## src/rtl/sha256_pkg.sv

```systemverilog
// Shared definitions for the SHA-256 round-constant path: controller state
// encoding and default round/latency parameters.
package sha256_pkg;

    typedef enum logic [2:0] {
        IDLE,
        ISSUE,
        DRAIN,
        DONE,
        WAIT_BLK
    } state_t;

    localparam int unsigned K_LENGTH_DEFAULT   = 64;
    localparam int unsigned K_PIPE_LAT_DEFAULT = 2;

endpackage

```

## src/rtl/round_valid_delay.sv

```systemverilog
// Fixed-depth shift register that carries a round strobe and its index
// alongside the K constant pipeline; cleared synchronously by reset.
module round_valid_delay #(
    parameter int unsigned DEPTH = 2,
    parameter int unsigned WIDTH = 1
) (
    input  logic             clock,
    input  logic             reset,
    input  logic [WIDTH-1:0] head,
    output logic [WIDTH-1:0] tail
);

    logic [WIDTH-1:0] stage [DEPTH];

    // Shift one stage per clock; reset flushes every stage.
    always_ff @(posedge clock) begin
        if (reset) begin
            for (int unsigned i = 0; i < DEPTH; i++) begin
                stage[i] <= '0;
            end
        end else begin
            stage[0] <= head;
            for (int unsigned i = 1; i < DEPTH; i++) begin
                stage[i] <= stage[i-1];
            end
        end
    end

    assign tail = stage[DEPTH-1];

endmodule

```

## src/rtl/k_round_controller.sv

```systemverilog
// Round-address sequencer for the K constant ROM / K-vector stage.
// Optional multi-block chaining is enabled with `define SHA_MULTIBLOCK_EN.
module k_round_controller
    import sha256_pkg::*;
#(
    parameter  int unsigned K_LENGTH   = K_LENGTH_DEFAULT,
    parameter  int unsigned K_PIPE_LAT = K_PIPE_LAT_DEFAULT,
    localparam int unsigned AW         = $clog2(K_LENGTH)
) (
    input  logic          clock,
    input  logic          reset,
    input  logic          start,
    input  logic          last_block,
    output logic          k_enable,
    output logic [AW-1:0] k_address,
    output logic          address_read_complete,
    output logic          round_valid,
    output logic [AW-1:0] round_index,
    output logic          busy,
    output logic          done
);

    localparam logic [AW-1:0] LAST_ADDR = AW'(K_LENGTH - 1);
    localparam logic [AW-1:0] PREV_ADDR = AW'(K_LENGTH - 2);
    localparam int unsigned   CW        = (K_PIPE_LAT > 1) ? $clog2(K_PIPE_LAT) : 1;
    localparam logic [CW-1:0] DRAIN_END = CW'(K_PIPE_LAT - 1);

    state_t        state;
    logic [CW-1:0] drain_cnt;
    logic [AW:0]   pipe_head;
    logic [AW:0]   pipe_tail;

`ifdef SHA_MULTIBLOCK_EN
    logic last_q;
`else
    logic unused_last_block;
    assign unused_last_block = last_block;
`endif

    // Controller FSM with registered outputs.
    always_ff @(posedge clock) begin
        if (reset) begin
            state                 <= IDLE;
            drain_cnt             <= '0;
            k_enable              <= 1'b0;
            k_address             <= '0;
            address_read_complete <= 1'b0;
            busy                  <= 1'b0;
            done                  <= 1'b0;
`ifdef SHA_MULTIBLOCK_EN
            last_q                <= 1'b0;
`endif
        end else begin
            address_read_complete <= 1'b0;
            done                  <= 1'b0;
            case (state)
                IDLE: begin
                    if (start) begin
                        state     <= ISSUE;
                        k_enable  <= 1'b1;
                        k_address <= '0;
                        busy      <= 1'b1;
`ifdef SHA_MULTIBLOCK_EN
                        last_q    <= last_block;
`endif
                    end
                end
                ISSUE: begin
                    if (k_address == LAST_ADDR) begin
                        state     <= DRAIN;
                        drain_cnt <= '0;
                    end else begin
                        k_address             <= k_address + AW'(1);
                        // pulse lands in the same cycle the last address is shown
                        address_read_complete <= (k_address == PREV_ADDR);
                    end
                end
                DRAIN: begin
                    if (drain_cnt == DRAIN_END) begin
`ifdef SHA_MULTIBLOCK_EN
                        if (!last_q) begin
                            state <= WAIT_BLK;
                        end else begin
                            state     <= DONE;
                            k_enable  <= 1'b0;
                            k_address <= '0;
                            done      <= 1'b1;
                        end
`else
                        state     <= DONE;
                        k_enable  <= 1'b0;
                        k_address <= '0;
                        done      <= 1'b1;
`endif
                    end else begin
                        drain_cnt <= drain_cnt + CW'(1);
                    end
                end
                DONE: begin
                    state <= IDLE;
                    busy  <= 1'b0;
                end
`ifdef SHA_MULTIBLOCK_EN
                WAIT_BLK: begin
                    if (start) begin
                        state     <= ISSUE;
                        k_address <= '0;
                        last_q    <= last_block;
                    end
                end
`endif
                default: begin
                    state     <= IDLE;
                    k_enable  <= 1'b0;
                    k_address <= '0;
                    busy      <= 1'b0;
                end
            endcase
        end
    end

    // Index is zeroed at the head so round_index is 0 whenever round_valid is 0.
    assign pipe_head = (state == ISSUE) ? {1'b1, k_address} : '0;

    round_valid_delay #(
        .DEPTH (K_PIPE_LAT),
        .WIDTH (AW + 1)
    ) u_delay (
        .clock (clock),
        .reset (reset),
        .head  (pipe_head),
        .tail  (pipe_tail)
    );

    assign round_valid = pipe_tail[AW];
    assign round_index = pipe_tail[AW-1:0];

endmodule
```

## config.mk

```make
export PLATFORM = sky130hd
export DESIGN_NAME = k_round_controller
export DESIGN_NICKNAME = d
export VERILOG_FILES = /design/src/rtl/sha256_pkg.sv /design/src/rtl/round_valid_delay.sv /design/src/rtl/k_round_controller.sv
export SDC_FILE = /design/constraint.sdc
export NUM_CORES = 1
export LEC_CHECK = 0
export BUFFER_PORTS_ARGS = -buffer_cell sky130_fd_sc_hd__buf_2
export CAP_MARGIN = 20
export CORE_MARGIN = 1.5
export CORE_UTILIZATION = 30
export DETAILED_ROUTE_END_ITERATION = 7
export GPL_ROUTABILITY_DRIVEN = 0
export SLEW_MARGIN = 10
export SYNTH_ARGS = -nofsm -noshare
export SYNTH_HDL_FRONTEND = slang
export SYNTH_SLANG_ARGS = --single-unit
```

## constraint.sdc

```tcl
create_clock -name clock -period 2.1 [get_ports clock]
set_input_delay 0.105 -clock clock [delete_from_list [all_inputs] [get_ports clock]]
set_output_delay 0.105 -clock clock [all_outputs]
set_load 0.01 [all_outputs]
```

==> results of run 1 <==
-- final cells by class --
class                           count  area share
Sequential cell                    27       0.418
Clock buffer                        3      0.0319
Timing Repair Buffer               20      0.0794
Tap cell                           48      0.0465
Inverter                            7      0.0203
Clock inverter                      1     0.00581
Multi-Input combinational cell     74       0.398
-- per-layer routing --
layer / track usage / wire length (µm)
met5: 0 / 0
met4: 0.0239 / 19
met3: 0.0365 / 101
met2: 0.166 / 884
met1: 0.109 / 873
-- worst min-delay path, delay by kind of cell --
family | cells | cell delay (ns)
buf+inv | 1 | 0.11
simple gates | 1 | 0.12
compound gates | 1 | 0.07
-- Yosys cell counts (all sizes together) (2+ instances only) --
cell type  count
o21ai          5
nand3          2
a21oi          5
ha             7
nor2           6
nor2b         11
nor3           8
and2           6
or3            2
dfxtp         27
o31ai          2
inv            7
nand4          2
buf            7
nand2          6
clkbuf         3
-- logic make-up after synthesis --
family                   after synthesis
adder cells (fa/ha/maj)                7
AND/OR/NAND/NOR                       46
flip-flops                            27
multiplexers                           1
buffers and inverters                 17
AO/OA/AOI/OAI                         20
-- worst max path at each step --
stage                               start                         to  slack (ns)  depth (start not counted)
detailed placement  state[0]$_SDFFE_PP0P_  k_address[1]$_SDFFE_PP0P_        0.21                          6
global route        state[0]$_SDFFE_PP0P_  k_address[1]$_SDFFE_PP0P_        0.09                          6
global placement    state[0]$_SDFFE_PP0P_  k_address[1]$_SDFFE_PP0P_        0.26                          6
finish              state[0]$_SDFFE_PP0P_  k_address[1]$_SDFFE_PP0P_        0.20                          6
floorplan           state[0]$_SDFFE_PP0P_  k_address[1]$_SDFFE_PP0P_        0.34                          7
CTS                 state[0]$_SDFFE_PP0P_  k_address[1]$_SDFFE_PP0P_        0.19                          6
-- power by group through the flow --
stage / Clock (mW) / Sequential, mW / Combinational (mW)
2_1_floorplan: 0 / 0.617 / 0.283
3_3_place_gp: 0 / 0.608 / 0.369
3_5_place_dp: 0 / 0.611 / 0.378
4_1_cts: 0.318 / 0.599 / 0.380
5_1_grt: 0.334 / 0.608 / 0.428
6_report: 0.301 / 0.598 / 0.378
-- metrics by stage --
| stage | utilization | instance area (µm²) | hold WS (ns) | std cells | worst slack, ns |
|---|---|---|---|---|---|
| global placement | 0.340 | 1240 | 0.415 | 176 | 0.262 |
| detailed placement | 0.340 | 1240 | 0.423 | 176 | 0.213 |
| finish | 0.353 | 1290 | 0.170 | 180 | 0.204 |
| global route | 0.353 | 1290 | 0.167 | 180 | 0.0931 |
| floorplan | - | 1140 | 0.298 | 118 | 0.335 |
| CTS | 0.353 | 1290 | 0.157 | 180 | 0.189 |
-- state kept, by name, summed over array words and instances, names as in the netlist --
register and cells:
u_delay.stage 14, k_address 6, state 2, address_read_complete 1
busy 1, done 1, drain_cnt 1, k_enable 1
==> run metrics, run 1 <==
run status finished, final reports clean; Antenna Cells 0; Mapped Area 1140 µm²; GRT overflow 0; crit-path cells inv_1 > ha_1 > nor2b_4 > or3_1 > or3_1 > a21oi_1; clock network fraction of design power 0.236; Post-synth EDFFs 0; synth-to-layout area growth 13.1%; Setup CP Type register to register; Compound-Gate Fraction of Synth Area 0.130; Main synth FF type dfxtp_1; leakage 0.537 nW; worst reg2reg setup slack 0.20 ns; syn nets 129; Buf+Inv Stages, Crit Path 1; number of global-route vias before repair 746; internal power 0.861 mW; most frequent cells in the layout dfxtp_1 (27), buf_2 (19), nor2b_1 (9); first-pass GRT wire length 3170 µm; CP max-delay cell or3_1; Hold Buf Count CTS 0; antenna violations before repair 0; Async SR Flop Fraction 0; xor/xnor cell area share of the yosys netlist 0; Clock Skew 0.00613 ns; FF/Latch Area 541 µm²; mux cell area share after synthesis 0.00876; pin count of the biggest net entering global routing 22; total number of vias 830; share of cells above drive strength 1 0.212; cell mode on critical path or3_1; Clock transition at path regs 0.09 ns; # setup viols final 0; FP Rows 22; P_sw 0.416 mW; total of max-cap violations 0; all-layer global routing usage 0.0955; WL/cell 10.4 µm; Initial DRC Count 23; Power, Total 1.28 mW; total die area 4190 µm²; Yosys top cell area share 0.473; Mapped Cells 118; Top delay family on crit path simple AND/OR/NAND/NOR gates; clk buf depth 2; # H-tree levels 1; Avg Cell Area, Syn 9.68 µm²; Crit path required time 2.32 ns; Worst Setup End Kind register; worst min path class input port to register; max incr delay on CP 0.47 ns; die height 64.7 µm; Least-Margin Pin Slew 0.458 ns; Reg power frac 0.468; switching share of power 0.326; Period minus WS final 1.90 ns; max-slew violation count 0; DP HPWL 1340 µm; antenna-violating nets left 0; Synth Area in Simple Gates 0.234; fillers 364; final hold viol count 0; startpoint type of the worst setup path register; I/O Buffers 19; Yosys top cell by area dfxtp_1; Synth area leaders dfxtp_1 (47%), ha_1 (7.7%), nor2b_1 (4.9%); area of the multi-input gates 514 µm²; fin crit share 0.903; worst reg2reg path depth 6; die width 64.7 µm; worst-skew pair later-pin latency 0.28 ns; root buf cell clkbuf_8; Worst slew margin 0.694; yosys warns 0; Cells on Worst Hold Path 3; VDD IR max 850 µV; DRC errors left 0; Fmax 0.527 GHz; RR Startpoint state[0]$_SDFFE_PP0P_; Arr. time, crit path 2.11 ns; Cell variety after synth 31; core area 3660 µm²; Comb pwr share 0.296; setup_tns 0 ns; Power per Cell Area 988 nW/µm²; adder-cell share of the synthesized area 0.0767; postcts setup bufs 0; Total Wirelength 1880 µm; RSZ-0062 raised after global routing no; Max FO, Critical Path 9; most common library cell in the layout ignoring fill and taps dfxtp_1; WHS Endpoint busy$_SDFFE_PP0P_; Starting Density 0.312; flops & latches, synth 27; total iterations of the first detailed-routing run 4; CTS Buf Count 3; Seq/Total Area, Yosys 0.473; largest family of logic cells by synthesized area simple AND/OR/NAND/NOR gates; Nets 144; hold_sp start; Resized cells post-CTS 0; IO Pins 21; Num Clock Sinks 27; reg2reg end k_address[1]$_SDFFE_PP0P_; CTS tree done; Via density 4.61
Note: power is estimated with default switching activity, not from simulation.
==> inputs of run 2 (changes only) <==
--- a/config.mk
+++ b/config.mk
@@ -7,10 +7,13 @@
 export LEC_CHECK = 0
 export BUFFER_PORTS_ARGS = -buffer_cell sky130_fd_sc_hd__buf_2
 export CAP_MARGIN = 20
+export CELL_PAD_IN_SITES_DETAIL_PLACEMENT = 2
+export CELL_PAD_IN_SITES_GLOBAL_PLACEMENT = 2
 export CORE_MARGIN = 1.5
 export CORE_UTILIZATION = 30
 export DETAILED_ROUTE_END_ITERATION = 7
 export GPL_ROUTABILITY_DRIVEN = 0
+export PLACE_DENSITY_LB_ADDON = 0.1
 export SLEW_MARGIN = 10
 export SYNTH_ARGS = -nofsm -noshare
 export SYNTH_HDL_FRONTEND = slang
==> run 2 against run 1 <==
  * Maximum frequency shrank 3.3%
  * First-iteration DRC count shrank 8.7%
  * Combinational power grew 5.8%
  * Clock power shrank 2%
  * Final cell count grew 0.56%
  * Clock skew grew 0.0021 ns
  * Utilization grew 0.14 points
  * Critical path type unchanged
  * Largest cell class unchanged
==> run metrics, run 2 (same netlist as run 1, synthesis figures left out) <==
Cells on Worst Hold Path 3 (unchanged); IO Pins 21 (unchanged); first-pass GRT wire length 4230 µm (+33%); most common library cell in the layout ignoring fill and taps dfxtp_1; max incr delay on CP 0.49 ns (+0.02 ns); pre-CTS WS 0.146 ns (-0.0670 ns); pin count of the biggest net entering global routing 22 (unchanged); Nets 145 (+0.69%); Initial DRC Count 21 (-8.7%); Num Clock Sinks 27 (unchanged); setup_tns 0 ns (unchanged); instance count on the critical path 6 (unchanged); CP max-delay cell or3_1; max-slew violation count 0 (unchanged); number of global-route vias before repair 909 (+22%); startpoint type of the worst setup path register; DP HPWL 1800 µm (+34%); synth-to-layout area growth 13.6%; FP Rows 22 (unchanged); Top delay family on crit path simple AND/OR/NAND/NOR gates; max reg flops 14 (unchanged); crit-path cells inv_1 > ha_1 > nor2b_4 > or3_1 > or3_1 > a21oi_1; I/O Buffers 19 (unchanged); switching share of power 0.332 (+0.00610); cell mode on critical path or3_1; die height 64.7 µm (unchanged); # H-tree levels 1 (unchanged); crit path from state[0]$_SDFFE_PP0P_; final worst slack 0.138 ns (-0.0653 ns); Reg power frac 0.463 (-0.005); Worst Setup End Kind register; total iterations of the first detailed-routing run 2 (-2); final hold viol count 0 (unchanged); fillers 417 (+15%); internal power 0.865 mW (+0.44%); Clock transition at path regs 0.10 ns (about the same); Reg with most FFs u_delay.stage; GRT overflow 0 (unchanged); Period minus WS final 1.96 ns (+0.0653 ns); antenna-violating nets left 0 (unchanged); root buf cell clkbuf_8; all-layer global routing usage 0.134 (+0.0385); Via density 4.83 (+4.8%); Hold Buf Count CTS 0 (unchanged); leakage 0.546 nW (+1.7%); clock network fraction of design power 0.229 (-0.007); worst-skew pair later-pin latency 0.28 ns (about the same); FF/Latch Area 541 µm² (unchanged); Buf+Inv Stages, Crit Path 1 (unchanged); worst min path class input port to register; die width 64.7 µm (unchanged); Regs by FF count u_delay.stage (14), k_address (6), state (2); WL/cell 13.4 µm (+29%); # setup viols final 0 (unchanged); share of cells above drive strength 1 0.218 (+0.00592); area of the multi-input gates 514 µm² (unchanged); Least-Margin Pin Slew 0.390 ns (-0.0683 ns); antenna violations before repair 0 (unchanged); clk buf depth 2 (unchanged); Worst slew margin 0.737 (+0.0434); RR Startpoint state[0]$_SDFFE_PP0P_; Fmax 0.510 GHz (-3.3%); Comb pwr share 0.309 (+0.013); Total Wirelength 2430 µm (+29%); Starting Density 0.312 (unchanged); Crit path required time 2.31 ns (about the same); total die area 4190 µm² (unchanged); Setup CP Type register to register; total number of vias 875 (+5.4%); Max FO, Critical Path 9 (unchanged); fin crit share 0.934 (+0.0311); hold_sp start; RSZ-0062 raised after global routing no; CTS tree done; DRC errors left 0 (unchanged); postcts setup bufs 0 (unchanged); Antenna Cells 0 (unchanged); Resized cells post-CTS 0 (unchanged); total of max-cap violations 0 (unchanged); worst reg2reg path depth 6 (unchanged); CTS Buf Count 3 (unchanged); P_sw 0.430 mW (+3.3%); VDD IR max 371 µV (-56%); Clock Skew 0.00818 ns (+0.00205 ns); most frequent cells in the layout dfxtp_1 (27), buf_2 (19), nor2b_1 (9); Power per Cell Area 998 nW/µm² (+0.96%); Arr. time, crit path 2.17 ns (+0.06 ns); run status finished, final reports clean; core area 3660 µm² (unchanged)
## run 2: cell types whose count changed in the layout (fill, tap and decap cells not counted)
cell,before,now
clkinv_2,0,1
buf_4,1,2
clkinvlp_4,1,0
## run 2: cell type report
class / instances / area share
clock inverters: 1 / 0.00386
multi-input cells: 74 / 0.396
clock buffers: 3 / 0.0318
repair buffers: 21 / 0.0849
flip-flops and latches: 27 / 0.417
well taps: 48 / 0.0463
inverters: 7 / 0.0203
## run 2: layer usage
metal | global-route usage | routed length, µm | vias up
li1 | - | - | 422
met1 | 0.137 | 1010 | 436
met2 | 0.242 | 1270 | 13
met3 | 0.0295 | 86 | 4
met4 | 0.0878 | 65 | 0
met5 | 0 | 0 | -
## run 2: path summary, 6_finish.rpt
check | endpoint | slack (ns)
setup / recovery | k_address[1]$_SDFFE_PP0P_ | 0.14
hold / removal | busy$_SDFFE_PP0P_ | 0.18
setup reg to reg | k_address[1]$_SDFFE_PP0P_ | 0.14
hold reg to reg | u_delay.stage[0][10]$_SDFF_PP0_ | 0.45
## run 2: power groups by stage
stage	Combinational, mW	Clock, mW	Sequential (mW)
2_1_floorplan	0.283	0	0.617
3_3_place_gp	0.397	0	0.608
3_5_place_dp	0.406	0	0.614
4_1_cts	0.410	0.317	0.601
5_1_grt	0.457	0.335	0.606
6_report	0.400	0.296	0.599
## run 2: metrics by stage
step | instances | util | area (µm²) | hold slack, ns | power (mW)
6_report | 181 | 0.354 | 1300 | 0.183 | 1.29
5_1_grt | 181 | 0.354 | 1300 | 0.194 | 1.40
2_1_floorplan | 118 | - | 1140 | 0.298 | 0.900
4_1_cts | 181 | 0.354 | 1300 | 0.180 | 1.33
3_3_place_gp | 177 | 0.342 | 1250 | 0.416 | 1.01
3_5_place_dp | 177 | 0.342 | 1250 | 0.432 | 1.02
## run 2: worst min-delay path, cell delays in order
cell	delay (ns)
buf_2	0.11
a21oi_1	0.07
nor3_1	0.12
